**src/rtl/byte_demux_loader.sv**
```systemverilog
// Byte stream to 32-lane register file loader with auto-incrementing write pointer.
// Optional even-parity check on incoming bytes when BYTE_DEMUX_PARITY_EN is defined.
module byte_demux_loader #(
   parameter int unsigned WIDTH = 8,
   parameter int unsigned DEPTH = 32,
   localparam int unsigned PW = $clog2(DEPTH)
) (
   input  logic                     clk,
   input  logic                     reset,
   input  logic [WIDTH-1:0]         in_data,
   input  logic                     in_valid,
   output logic                     in_ready,
`ifdef BYTE_DEMUX_PARITY_EN
   input  logic                     in_parity,
   output logic                     par_err,
`endif
   input  logic [PW-1:0]            select,
   input  logic                     load_sel,
   input  logic                     clear,
   output logic [PW-1:0]            wr_ptr,
   output logic [WIDTH*DEPTH-1:0]   lanes,
   output logic [DEPTH-1:0]         lane_valid,
   output logic                     full,
   output logic                     frame_done
);

   logic [WIDTH-1:0] r_lanes [DEPTH];
   logic [DEPTH-1:0] r_lane_valid;
   logic [PW-1:0]    r_wr_ptr;
   logic             r_full;
   logic             r_frame_done;

   logic [WIDTH-1:0] w_lanes_nxt [DEPTH];
   logic [DEPTH-1:0] w_lane_valid_nxt;
   logic [PW-1:0]    w_wr_ptr_nxt;
   logic             w_full_nxt;
   logic             w_frame_done_nxt;
   logic             w_accept;
   logic             w_store;
   logic             w_at_last;

   assign in_ready  = !r_full && !load_sel && !clear;
   assign w_accept  = in_valid && in_ready;
   assign w_at_last = (r_wr_ptr == PW'(DEPTH - 1));

`ifdef BYTE_DEMUX_PARITY_EN
   logic w_par_bad;
   logic r_par_err;

   // A bad-parity byte still completes its handshake; it is just not stored.
   assign w_par_bad = ^{in_data, in_parity};
   assign w_store   = w_accept && !w_par_bad;
   assign par_err   = r_par_err;

   always_ff @(posedge clk) begin
      if (reset) begin
         r_par_err <= 1'b0;
      end else begin
         r_par_err <= w_accept && w_par_bad;
      end
   end
`else
   assign w_store = w_accept;
`endif

   always_comb begin
      w_lanes_nxt      = r_lanes;
      w_lane_valid_nxt = r_lane_valid;
      w_wr_ptr_nxt     = r_wr_ptr;
      w_full_nxt       = r_full;
      w_frame_done_nxt = 1'b0;
      if (clear) begin
         w_wr_ptr_nxt     = '0;
         w_full_nxt       = 1'b0;
         w_lane_valid_nxt = '0;
      end else if (load_sel) begin
         w_wr_ptr_nxt = select;
      end else if (w_store) begin
         w_lanes_nxt[r_wr_ptr]      = in_data;
         w_lane_valid_nxt[r_wr_ptr] = 1'b1;
         w_wr_ptr_nxt               = r_wr_ptr + PW'(1);
         if (w_at_last) begin
            w_full_nxt       = 1'b1;
            w_frame_done_nxt = 1'b1;
         end
      end
   end

   always_ff @(posedge clk) begin
      if (reset) begin
         for (int k = 0; k < int'(DEPTH); k++) begin
            r_lanes[k] <= '0;
         end
         r_lane_valid <= '0;
         r_wr_ptr     <= '0;
         r_full       <= 1'b0;
         r_frame_done <= 1'b0;
      end else begin
         r_lanes      <= w_lanes_nxt;
         r_lane_valid <= w_lane_valid_nxt;
         r_wr_ptr     <= w_wr_ptr_nxt;
         r_full       <= w_full_nxt;
         r_frame_done <= w_frame_done_nxt;
      end
   end

   for (genvar k = 0; k < int'(DEPTH); k++) begin : g_flat
      assign lanes[k*WIDTH +: WIDTH] = r_lanes[k];
   end

   assign lane_valid = r_lane_valid;
   assign wr_ptr     = r_wr_ptr;
   assign full       = r_full;
   assign frame_done = r_frame_done;

endmodule

```
**config.mk**
```make
export PLATFORM = sky130hd
export DESIGN_NAME = byte_demux_loader
export DESIGN_NICKNAME = d
export VERILOG_FILES = /design/src/rtl/byte_demux_loader.sv
export SDC_FILE = /design/constraint.sdc
export NUM_CORES = 1
export LEC_CHECK = 0
export CORE_AREA = 2 2 198 142
export CTS_CLUSTER_SIZE = 30
export DETAILED_ROUTE_END_ITERATION = 8
export DIE_AREA = 0 0 200 144
export GPL_TIMING_DRIVEN = 0
export MAX_ROUTING_LAYER = met4
export PLACE_DENSITY = 0.75
export SLEW_MARGIN = 20
export SYNTH_ARGS = -nofsm -noshare
export SYNTH_HDL_FRONTEND = slang
export SYNTH_SLANG_ARGS = --single-unit
```
**constraint.sdc**
```tcl
create_clock -name clk -period 1.4 [get_ports clk]
set_input_delay 0.28 -clock clk [delete_from_list [all_inputs] [get_ports clk]]
set_output_delay 0.28 -clock clk [all_outputs]
set_load 0.005 [all_outputs]
```
# [Word-level counts from Yosys, hierarchy flattened]
# Cells that the tools add are included.
[op_classes] addsub=1 mul=0 div_mod_pow=0 n_lt_le_gt_ge=4 eq_ne=1 shift=0 mux=8 bitwise=5 n_reduce_logical=14
[op_table] cell="$bwmux W256" n=1
[op_table] cell="$demux W8 S5" n=1
[op_table] cell="$or A32 B32 Y32" n=1
[op_table] cell="$mux W5" n=2
[op_table] cell="$mux W8" n=1
[op_table] cell="$ge A6 B6 Y1 const B" n=1
[op_table] cell="$lt A5 B6 Y1 const B" n=1
[op_table] cell="$lt A6 B1 Y1 const B" n=1
[op_table] cell="$not A5 Y6" n=1
[op_table] cell="$reduce_and A3 Y1" n=2
[op_table] cell="$add A5 B1 Y5 const B" n=1
[op_table] cell="$demux W1 S5" n=1
[op_table] cell="$eq A5 B5 Y1 const B" n=1
[op_table] cell="$ge A5 B1 Y1 const B" n=1
[op_table] cell="$logic_and A1 B1 Y1" n=5
[op_table] cell="$reduce_or A4 Y1" n=1
[op_table] cell="$logic_not A1 Y1" n=3
[op_table] cell="$not A1 Y1" n=3
[op_table] cell="$mux W1" n=2
[op_table] cell="$reduce_and A2 Y1" n=1
[op_table] cell="$reduce_bool A2 Y1" n=1
[op_table] cell="$reduce_or A2 Y1" n=1
[totals] reg_bits=295 latchBits=0 ramBits=0 mem_bits_ro=0 input_bits=18 output_inout_bits=296 elab_cells=69 n_memories=0

# [Depth between registers and ports, before layout]
[depth] ltp_word=6 mapped_depth=7 depth_no_buf=5

# [Least setup slack after synthesis]
# OpenSTA, ideal clock, no wires.
[synth_timing] path_kind="flip-flop to flip-flop" startpoint="register r_wr_ptr[0] (netlist: wr_ptr[0])" endpoint="register r_wr_ptr[4] (netlist: wr_ptr[4])" setup_time_ps=125 t_arrival_ps=1442 required_time_ps=1275 slack_ps=-167 stages_incl_launch_ff=7 n_path_buf=1 period_less_slack_ps=1567 path_cell_list="dfxtp_1 -> ha_1 -> clkbuf_1 -> and3_1 -> ha_1 -> a22oi_1 -> a21oi_1"
[synth_via] elab_chain_len=3
[synth_lines] element="start, declared" line="29" source="logic [PW-1:0] r_wr_ptr;"
[synth_lines] element="start signal, assigned" line="101" source="r_wr_ptr <= w_wr_ptr_nxt;"
[synth_lines] element="$add A5 B1 Y5" line="81" source="w_wr_ptr_nxt = r_wr_ptr + PW'(1);"
[synth_lines] element="$mux W5" line="78" source="end else if (w_store) begin"
[synth_lines] element="$mux W5" line="76" source="end else if (load_sel) begin"
# Every way passes these cells. The select of a mux whose other input is x is not followed.
# A chain may end at the register's enable or synchronous reset.

# [Worst setup path after layout]
[layout_timing] startpoint="register r_full (netlist: full)" endpoint="register r_lanes (netlist bit lanes[132])"
[layout_via] elab_chain_len=5
[layout_lines] element="start, declared" line="30" source="logic r_full;"
[layout_lines] element="start signal, assigned" line="102" source="r_full <= w_full_nxt;"
[layout_lines] element="$logic_not A1 Y1" line="42" source="assign in_ready = !r_full && !load_sel && !clear;"
[layout_lines] element="$logic_and A1 B1 Y1 (2 in series)" line="42"
[layout_lines] element="$logic_and A1 B1 Y1" line="43" source="assign w_accept = in_valid && in_ready;"
[layout_lines] element="$reduce_and A3 Y1 (no source line)"
[layout_lines] element="end signal, assigned" line="99" source="r_lanes <= w_lanes_nxt;"
[layout_lines] element="end, declared" line="27" source="logic [WIDTH-1:0] r_lanes [DEPTH];"
# Every way passes these cells.

==> reports/metrics.yaml <==
logic_synthesis:
  netlist_area_um2: 11400
  yosys.area_share.simple: 0.180
  synth-xor-area-share: 0.00154
  synth_compound_area_frac: 0.0214
  seq_area_frac_synth: 0.518
  synth-seq-cells: 295
  synth_top_family_by_area: "multiplexers"
  synthCells: 1060
  yosys-top-cells-area: "dfxtp_1 52%, mux2i_1 22%, nand2b_1 14%"
  syn_nets: 1083
  yosys.area.top_type: "dfxtp_1"
  ys_warn_count: 0
  synth_cell_types: 36
  synth_top_area_frac: 0.518
  yosys-mux-area-fraction: 0.225
  syn_area_per_cell_um2: 10.8
  synth-adder-area-share: 0.00548
sta:
  hold_viol_final: 0
  rsz0062_at_grt: "true"
  slew_headroom: 0.593
  worstMarginPinSlew_ns: 0.610
  setup_viol: 251
  holdWs_ns: 0.289
  maxSlewViolCount: 0
  post-route-min-period_ns: 1.60
  final.setup.worst_slack_ns: -0.198
  max_freq_ghz: 0.626
  finalClockSkew_ns: 0.0151
  final.period_utilization: 1.14
place:
  dpl_worst_slack_ns: -1.01
  place_inst: 1743
  port_buffers: 312
  globalplace.congestion: 0.833
  dp_hpwl_um: 25200
layout:
  multi_input_area_um2: 5340
  seq_area_um2: 6160
  drive_gt1_frac: 0.407
  area_delta_synth_final_pct: 54.1
  layout.cells.non_filler: 1884
  fillers: 2070
  nets: 1510
clocking:
  clkLatencyLatePin_ns: 0.55
  clk_pin_slew_ns: 0.06
  h-tree-depth: 1
  cts_sinks: 295
  clk_path_buf_depth: 3
  cts_buffers: 29
  clockRootBuffer: "clkbuf_16"
  tritoncts: "built"
critical_path:
  critical_path.startpoint: "full$_SDFFE_PP0P_"
  cp_max_fo: 9
  cp-end-kind: "flop"
  crit_type: "flop to flop"
  cp.arrival_ns: 2.01
  reg2reg_depth: 6
  cp.required_ns: 1.81
  crit_end: "lanes[132]$_SDFFE_PP0P_"
  rrSetupSlack_ns: -0.20
  crit_chain: "buf_6, nor3b_4, buf_6, nand3b_1, buf_6, mux2i_1"
  slowest_delay_ns: 0.37
  reg2reg_to: "lanes[132]$_SDFFE_PP0P_"
  cp_slowest_cell: "nor3b_4"
  cp-start-kind: "flop"
  reg2reg_from: "full$_SDFFE_PP0P_"
  path_common_cell: "buf_6"
route:
  drc: 0
  vias: 9291
  wire_per_inst_um: 20.6
  drt_first_pass_iters: 4
  wirelength_um: 38800
  first_iter_violations: 435
  viasPerCell: 4.93
  ant_nets: 0
global_route:
  grt_max_degree: 15
  grt-ovfl-total: 0
  grt.total_usage: 0.251
  grt_pass1_vias: 8950
  antenna_found_initial: 2
  grt_pass1_wl_um: 53200
pwr:
  peakVddDrop_mv: 0.798
  p_leak_nw: 8.34
  power.density_nw_per_um2: 991
worst_hold_path:
  hold_class: "primary input to flop"
run_status:
  violations: "setup timing"
  status: "finished with violations"
die:
  core_area_um2: 27100
  fp.dieArea_um2: 28800
  die_y_um: 144
  rows: 51
  fp.dieW_um: 200
  io_pins: 314
  initial_utilization: 0.421
flow_run:
  cap_viol_max_count: 0
-- metal layers --
layer	global-route usage	wire, um	vias up
li1	-	-	4354
met1	0.327	17500	4605
met2	0.387	17600	277
met3	0.0665	2870	55
met4	0.0663	821	0
met5	-	0	-
-- critical path: cells and delay by family (launching register included) --
kind,cells,cell delay [ns]
flops,1,0.34
mux,1,0.12
buf+inv,3,0.49
simple gates,2,0.49
-- placed cells by master (no fill, tap or decap), drive strengths merged --
master,count
xnor2,2
a21oi,35
and2b,1
clkinv,8
dfxtp,295
nand3b,2
and2,1
inv,33
o21ai,2
and4bb,2
ha,5
nor2,4
and3b,1
clkinvlp,2
nor4bb,1
dlymetal6s2s,2
o22ai,1
nor3b,3
nor4b,2
diode,3
or4b,1
mux2i,256
nor2b,1
nand3,21
nor3,2
clkdlybuf4s50,13
and3,3
clkdlybuf4s15,229
clkbuf,110
buf,182
dlygate4sd2,2
a221oi,1
nand2b,264
a22oi,2
or2,2
o21a,3
nand2,1
nand4,12
bufinv,3
-- what timing repair did --
item                       in CTS  in global routing
pin swaps                       4                 36
setup endpoints to repair     588                420
cloned                          3                 21
setup buffers                  21                 43
resized for setup            1041                236
hold buffers                    0                  0
-- cell type report --
type / instances / share of cell area
clock inverter: 14 / 0.00918
inverter: 32 / 0.00712
timing repair buffer: 400 / 0.213
buffer: 98 / 0.0423
multi-input combinational: 631 / 0.304
sequential: 295 / 0.351
clock buffer: 40 / 0.0471
antenna: 3 / 0.000427
tap: 371 / 0.0264
-- worst min path at each step --
stage                                start                           to  cells after the start
6_report                             clear   lane_valid[7]$_SDFFE_PP0P_                      4
5_1_grt                              clear   lane_valid[0]$_SDFFE_PP0P_                      4
4_1_cts                              reset        frame_done$_SDFF_PP0_                      3
3_5_place_dp    lane_valid[4]$_SDFFE_PP0P_   lane_valid[4]$_SDFFE_PP0P_                      2
3_3_place_gp    lane_valid[4]$_SDFFE_PP0P_   lane_valid[4]$_SDFFE_PP0P_                      2
2_1_floorplan  lane_valid[10]$_SDFFE_PP0P_  lane_valid[10]$_SDFFE_PP0P_                      2
-- synth_stat cells (all sizes together) --
cell,count
ha,5
a221oi,1
and2,1
nor2,4
and3,3
a21oi,35
or2,2
a22oi,2
o21a,3
clkbuf,64
o21ai,2
or4b,1
nand4,12
nor3b,3
and2b,1
o22ai,1
nand3b,2
xnor2,2
and3b,1
nand3,21
inv,32
nor3,2
nor2b,1
dfxtp,295
nor4b,2
nand2b,264
mux2i,256
nand2,1
nor4bb,1
and4bb,2
buf,38
-- cell families after synthesis --
| family | count (synthesis) |
|---|---|
| flops | 295 |
| xor+xnor | 2 |
| compound gates | 44 |
| mux | 256 |
| buf+inv | 134 |
| fa+ha+maj | 5 |
| simple gates | 324 |
-- state kept, by name, indices dropped and copies added, names as in the netlist --
signal	count
lanes	256
lane_valid	32
wr_ptr	5
frame_done	1
full	1
-- where the power goes --
group | leakage [nW] | internal [mW] | switching, mW
logic | 5.38 | 0.401 | 0.515
clock network | 0.485 | 4.70 | 3.38
registers | 2.48 | 8.40 | 0.0215
total | 8.34 | 13.5 | 3.91
-- per-stage QoR --
| step | power (mW) | TNS (ns) | instance area [um2] | utilization |
|---|---|---|---|---|
| detailed placement | 9.35 | -230.47 | 15000 | 0.555 |
| floorplan | 9.03 | -0.388 | 11500 | - |
| global route | 17.9 | -36.85 | 17600 | 0.648 |
| finish | 17.4 | -20.44 | 17600 | 0.648 |
| global placement | 9.33 | -218.13 | 15000 | 0.555 |
| CTS | 17.4 | -27.43 | 16500 | 0.607 |
No activity file was read; power rests on OpenSTA's default activity.
